$ cat src/rtl/aes128_key_schedule_ctrl.sv
// AES-128 key schedule sequencer: accepts a cipher key, expands one round key per clock
// into an 11-entry slot file, and serves any round key by index with one cycle of latency.

module aes_sbox (
  input  logic [7:0] addr,
  output logic [7:0] dout
);

  // Entry 0 sits in the top byte, so entry k lives at bit offset (255-k)*8 = {~k, 3'b000}.
  localparam logic [2047:0] SBOX_TABLE = {
    128'h637c777bf26b6fc53001672bfed7ab76,
    128'hca82c97dfa5947f0add4a2af9ca472c0,
    128'hb7fd9326363ff7cc34a5e5f171d83115,
    128'h04c723c31896059a071280e2eb27b275,
    128'h09832c1a1b6e5aa0523bd6b329e32f84,
    128'h53d100ed20fcb15b6acbbe394a4c58cf,
    128'hd0efaafb434d338545f9027f503c9fa8,
    128'h51a3408f929d38f5bcb6da2110fff3d2,
    128'hcd0c13ec5f974417c4a77e3d645d1973,
    128'h60814fdc222a908846eeb814de5e0bdb,
    128'he0323a0a4906245cc2d3ac629195e479,
    128'he7c8376d8dd54ea96c56f4ea657aae08,
    128'hba78252e1ca6b4c6e8dd741f4bbd8b8a,
    128'h703eb5664803f60e613557b986c11d9e,
    128'he1f8981169d98e949b1e87e9ce5528df,
    128'h8ca1890dbfe6426841992d0fb054bb16
  };

  logic [10:0] bit_idx;

  assign bit_idx = {~addr, 3'b000};
  assign dout    = SBOX_TABLE[bit_idx +: 8];

endmodule

module aes128_key_schedule_ctrl #(
  parameter int NUM_ROUNDS = 10
) (
  input  logic         clk,
  input  logic         reset_n,
  input  logic         key_valid,
  output logic         key_ready,
  input  logic [127:0] key_in,
  input  logic [3:0]   rd_idx,
  output logic [127:0] rd_key,
  output logic         rd_valid,
  output logic         keys_valid,
  output logic         busy
);

  generate
    if (NUM_ROUNDS != 10) begin : g_cfg_err
      $error("aes128_key_schedule_ctrl: only NUM_ROUNDS=10 (AES-128) is supported");
    end
  endgenerate

  localparam logic [3:0] LAST_CNT  = 4'd10;
  localparam logic [3:0] NUM_SLOTS = 4'd11;

  // state  | meaning
  // IDLE   | no key accepted since reset; ready for a key
  // EXPAND | producing one round key per clock, key_ready low
  // DONE   | all 11 round keys held; ready for the next key
  typedef enum logic [1:0] {
    IDLE   = 2'd0,
    EXPAND = 2'd1,
    DONE   = 2'd2
  } state_t;

  state_t       state_q, state_d;
  logic         accept;
  logic         last_round;
  logic [3:0]   wr_count;

  logic [127:0] slot_q [0:10];
  logic [127:0] working_q;
  logic [7:0]   rc_q;
  logic [3:0]   cnt_q;
  logic         keys_valid_q;
  logic [127:0] rd_key_q;
  logic         rd_valid_q;

  logic [31:0]  w0, w1, w2, w3;
  logic [31:0]  sub_rot;
  logic [31:0]  g_word;
  logic [31:0]  n0, n1, n2, n3;
  logic [127:0] next_key;
  logic [7:0]   rc_next;

  always_ff @(posedge clk or negedge reset_n) begin
    if (!reset_n) begin
      state_q <= IDLE;
    end else begin
      state_q <= state_d;
    end
  end

  always_comb begin
    state_d    = state_q;
    key_ready  = 1'b0;
    busy       = 1'b0;
    accept     = 1'b0;
    last_round = 1'b0;
    wr_count   = 4'd0;
    case (state_q)
      IDLE: begin
        key_ready = 1'b1;
        accept    = key_valid;
        if (key_valid) state_d = EXPAND;
      end
      EXPAND: begin
        busy     = 1'b1;
        wr_count = cnt_q;
        if (cnt_q == LAST_CNT) begin
          last_round = 1'b1;
          state_d    = DONE;
        end
      end
      DONE: begin
        key_ready = 1'b1;
        wr_count  = NUM_SLOTS;
        accept    = key_valid;
        if (key_valid) state_d = EXPAND;
      end
      default: state_d = IDLE;
    endcase
  end

  assign {w0, w1, w2, w3} = working_q;

  // RotWord is folded into the S-box wiring: byte order {w3[23:16], w3[15:8], w3[7:0], w3[31:24]}.
  aes_sbox u_sbox0 (.addr(w3[23:16]), .dout(sub_rot[31:24]));
  aes_sbox u_sbox1 (.addr(w3[15:8]),  .dout(sub_rot[23:16]));
  aes_sbox u_sbox2 (.addr(w3[7:0]),   .dout(sub_rot[15:8]));
  aes_sbox u_sbox3 (.addr(w3[31:24]), .dout(sub_rot[7:0]));

  assign g_word   = sub_rot ^ {rc_q, 24'h000000};
  assign n0       = w0 ^ g_word;
  assign n1       = w1 ^ n0;
  assign n2       = w2 ^ n1;
  assign n3       = w3 ^ n2;
  assign next_key = {n0, n1, n2, n3};
  assign rc_next  = {rc_q[6:0], 1'b0} ^ (rc_q[7] ? 8'h1b : 8'h00);

  always_ff @(posedge clk or negedge reset_n) begin
    if (!reset_n) begin
      for (int i = 0; i < 11; i++) begin
        slot_q[i] <= '0;
      end
      working_q    <= '0;
      rc_q         <= 8'h01;
      cnt_q        <= 4'd0;
      keys_valid_q <= 1'b0;
      rd_key_q     <= '0;
      rd_valid_q   <= 1'b0;
    end else begin
      if (accept) begin
        slot_q[0]    <= key_in;
        working_q    <= key_in;
        rc_q         <= 8'h01;
        cnt_q        <= 4'd1;
        keys_valid_q <= 1'b0;
      end else if (busy) begin
        slot_q[cnt_q] <= next_key;
        working_q     <= next_key;
        rc_q          <= rc_next;
        cnt_q         <= cnt_q + 4'd1;
        if (last_round) keys_valid_q <= 1'b1;
      end

      // Reads see the pre-edge slot contents; a slot written on this edge reads as not valid.
      if (rd_idx <= LAST_CNT) begin
        rd_key_q <= slot_q[rd_idx];
      end else begin
        rd_key_q <= '0;
      end
      rd_valid_q <= (rd_idx <= LAST_CNT) && (rd_idx < wr_count);
    end
  end

  assign rd_key     = rd_key_q;
  assign rd_valid   = rd_valid_q;
  assign keys_valid = keys_valid_q;

endmodule

$ cat config.mk
export PLATFORM = sky130hd
export DESIGN_NAME = aes128_key_schedule_ctrl
export DESIGN_NICKNAME = d
export VERILOG_FILES = /design/src/rtl/aes128_key_schedule_ctrl.sv
export SDC_FILE = /design/constraint.sdc
export NUM_CORES = 2
export LEC_CHECK = 0
export BUFFER_PORTS_ARGS = -buffer_cell sky130_fd_sc_hd__buf_2
export CORE_MARGIN = 8
export CORE_UTILIZATION = 40
export DETAILED_ROUTE_END_ITERATION = 7
export HOLD_SLACK_MARGIN = 0.02
export MAX_ROUTING_LAYER = met4
export PLACE_DENSITY = 0.59
export SYNTH_ARGS = -nofsm -noshare
export SYNTH_HDL_FRONTEND = slang
export SYNTH_SLANG_ARGS = --single-unit
$ cat constraint.sdc
create_clock -name clk -period 7.6 [get_ports clk]
set_clock_uncertainty 0.1 [all_clocks]
set_input_delay 1.52 -clock clk [delete_from_list [all_inputs] [get_ports clk]]
set_output_delay 1.52 -clock clk [all_outputs]
set_load 0.005 [all_outputs]
==> impl_metrics.yaml <==
status:
  status: "finished clean"
synth:
  synth.top_cells.by_count: "dfrtp_1 (1679), o21ai_0 (1596), nand2_1 (1534), clkbuf_1 (716), nor2_1 (374)"
  yosys_warnings: 0
  netlist_instances: 8959
  synth_largest_area_cell: "dfrtp_1"
  synth.cell_area_sq_um: 86900
  mappedNetlistNets: 9160
  synth_edf_count: 0
  netlist.area_leader.share_pct: 48.4
  async_flop_share_pct: 100
  synth.most_common_cell: "dfrtp_1"
  synth.distinct_cells: 103
  synth_area_leaders: "dfrtp_1 (48%), o21ai_0 (9.2%), mux4_2 (8.0%), nand2_1 (6.6%), mux2i_1 (3.4%)"
  seq_area_frac_synth_pct: 48.4
  synth_area_per_cell_sq_um: 9.70
  synth_ff_type: "dfrtp_1"
  ys_ff_latch: 1680
cts:
  htree_num_levels: 4
  cts_tree: "yes"
  holdBufCountCts: 0
  post-cts-setup-buffers: 0
  cts_resized: 0
  cts_max_path_buffers: 3
  clock-root-buffer: "clkbuf_16"
  numClockSinks: 1680
  path_clk_slew_ps: 60
  clkLatencyLatePin_ps: 860
  cts_inserted_buffers: 181
floorplanning:
  start_util_pct: 40.1
  ios: 267
  die_w_microns: 482
  die-height_microns: 482
  fp.dieArea_sq_um: 232000
  placeableCoreArea_sq_um: 217000
  row_count: 171
sta:
  slew_violations: 0
  max_slew_margin_pct: 9.86
  timing.final.crit_share_pct: 84.5
  setup_viol: 0
  finalHoldViolations: 0
  tightest_slew_ps: 1320
  tns_ps: 0
  finalCriticalPeriod_ps: 6420
  rsz0062_at_grt: "false"
  fmax_mhz: 156
  fin_hold_ws_ps: 373
drt:
  drc: 0
  ant_nets: 0
  vias: 72600
  wl_mm: 352
  routedWlPerCell_microns: 30.0
  drt-vias-per-instance: 6.18
  dr.pass1.iters: 7
  first_iter_violations: 8141
worst_hold_path:
  hold_class: "flop to flop"
cells_and_area:
  syn_to_final_growth_pct: 11.2
  final_nets: 8911
  drive_gt1_share_pct: 13.9
  multi_input_comb_area_sq_um: 41200
  regArea_sq_um: 42100
  nFillCells: 20700
setup_path:
  cp-start-kind: "flop"
  required_ps: 8270
  reg2reg_depth: 12
  crit_start: "working_q[8]"
  r2r-start: "working_q[8]"
  crit_type: "flop to flop"
  cp_data_arrival_time_ps: 7090
  cp-end-kind: "flop"
  critPathCapture: "slot_q[403]"
  path_max_fanout: 31
  regToRegSetupSlack_ps: 1180
  timing.rr.end: "slot_q[403]"
placed_design:
  gp_congestion: 1.01
  numPortBuffers: 266
  dp.final_hpwl_mm: 228
grt:
  grt-ovfl-total: 0
  antenna_found_initial: 38
  grt_max_degree: 183
  grt_pass1_vias: 70400
  grt_pass1_wl_mm: 510
  groute.usage.overall_pct: 30.4
job:
  cap_violations: 0
==> stage by stage <==
step                util [%]  cells  cell area [sq um]  setup WS, ps
finish                  44.6  11700              96600          1180
global route            44.6  11700              96600           652
CTS                     44.6  11700              96500          1200
detailed placement      41.7  11400              90400          1150
global placement        41.7  11400              90400          1220
floorplan                  -   8959              86900          3120
==> sequential cells by signal, indices dropped and copies added (netlist names) <==
register / count
rd_valid: 1
state_q: 2
rd_key: 128
cnt_q: 4
slot_q: 1408
working_q: 128
rc_q: 8
keys_valid: 1
==> worst max-delay path: stages, from the launching register on <==
cell and delay [ps]:
dfrtp_1 980, clkinv_1 630, ha_1 650, nor2b_1 740, nor3_1 90, o311a_1 350
o211a_1 110, a2111oi_2 690, xnor2_2 280, buf_4 260, xor2_1 760, xnor2_1 430
o21ai_0 290
==> layout make-up <==
type	count	area share [%]
diodes	31	0.0803
clock inverters	54	0.716
inverters	58	0.231
clock buffers	275	5.61
flip-flops and latches	1680	43.5
repair buffers	489	3.50
well taps	2854	3.70
multi-input cells	6300	42.6
==> placed cells by master, fill, tap and decap left out, types with 102 or more instances in the layout <==
cell       synthesis  final
nand2_1         1534   1530
a21oi_1          370    369
nor2_1           374    373
mux4_2           307    307
clkbuf_16          0    183
buf_4             23    197
dfrtp_1         1679   1668
mux2i_1          298    298
o21ai_0         1596   1596
buf_2            108    261
nand3_1          112    102
xnor2_1          172    162
o22ai_1          201    201
==> worst min-delay path by stage <==
stage / from / to / slack (ps) / cells after the start
floorplan: slot_q[1024] / slot_q[1024] / 340 / 2
CTS: slot_q[399] / slot_q[399] / 380 / 2
detailed placement: slot_q[1117] / slot_q[1117] / 360 / 2
global route: slot_q[1104] / slot_q[1104] / 390 / 2
finish: slot_q[399] / slot_q[399] / 370 / 2
global placement: slot_q[567] / slot_q[567] / 360 / 2
==> kinds of logic (layout without fill, tap and decap cells) <==
family                     Yosys count  after routing  synth area share, %
DFF                               1680           1680                 48.4
other                                0             31                    0
xor gates and xnor gates           263            263                 2.93
muxes                              620            620                 11.6
adders and majority gates           66             66                0.951
AOI/OAI and AO/OA                 2844           2844                 19.1
and+or+nand+nor                   2507           2507                 12.5
buffers and inverters              979            876                 4.59
==> metal layers <==
layer	wire length, microns	track usage [%]
met1	149000	40.9
met2	156000	44.4
met3	28000	5.80
met4	19400	14.7
met5	0	-
Power is not shown: default switching activity piles up to over one toggle a cycle in this logic, so the estimate is an artifact.
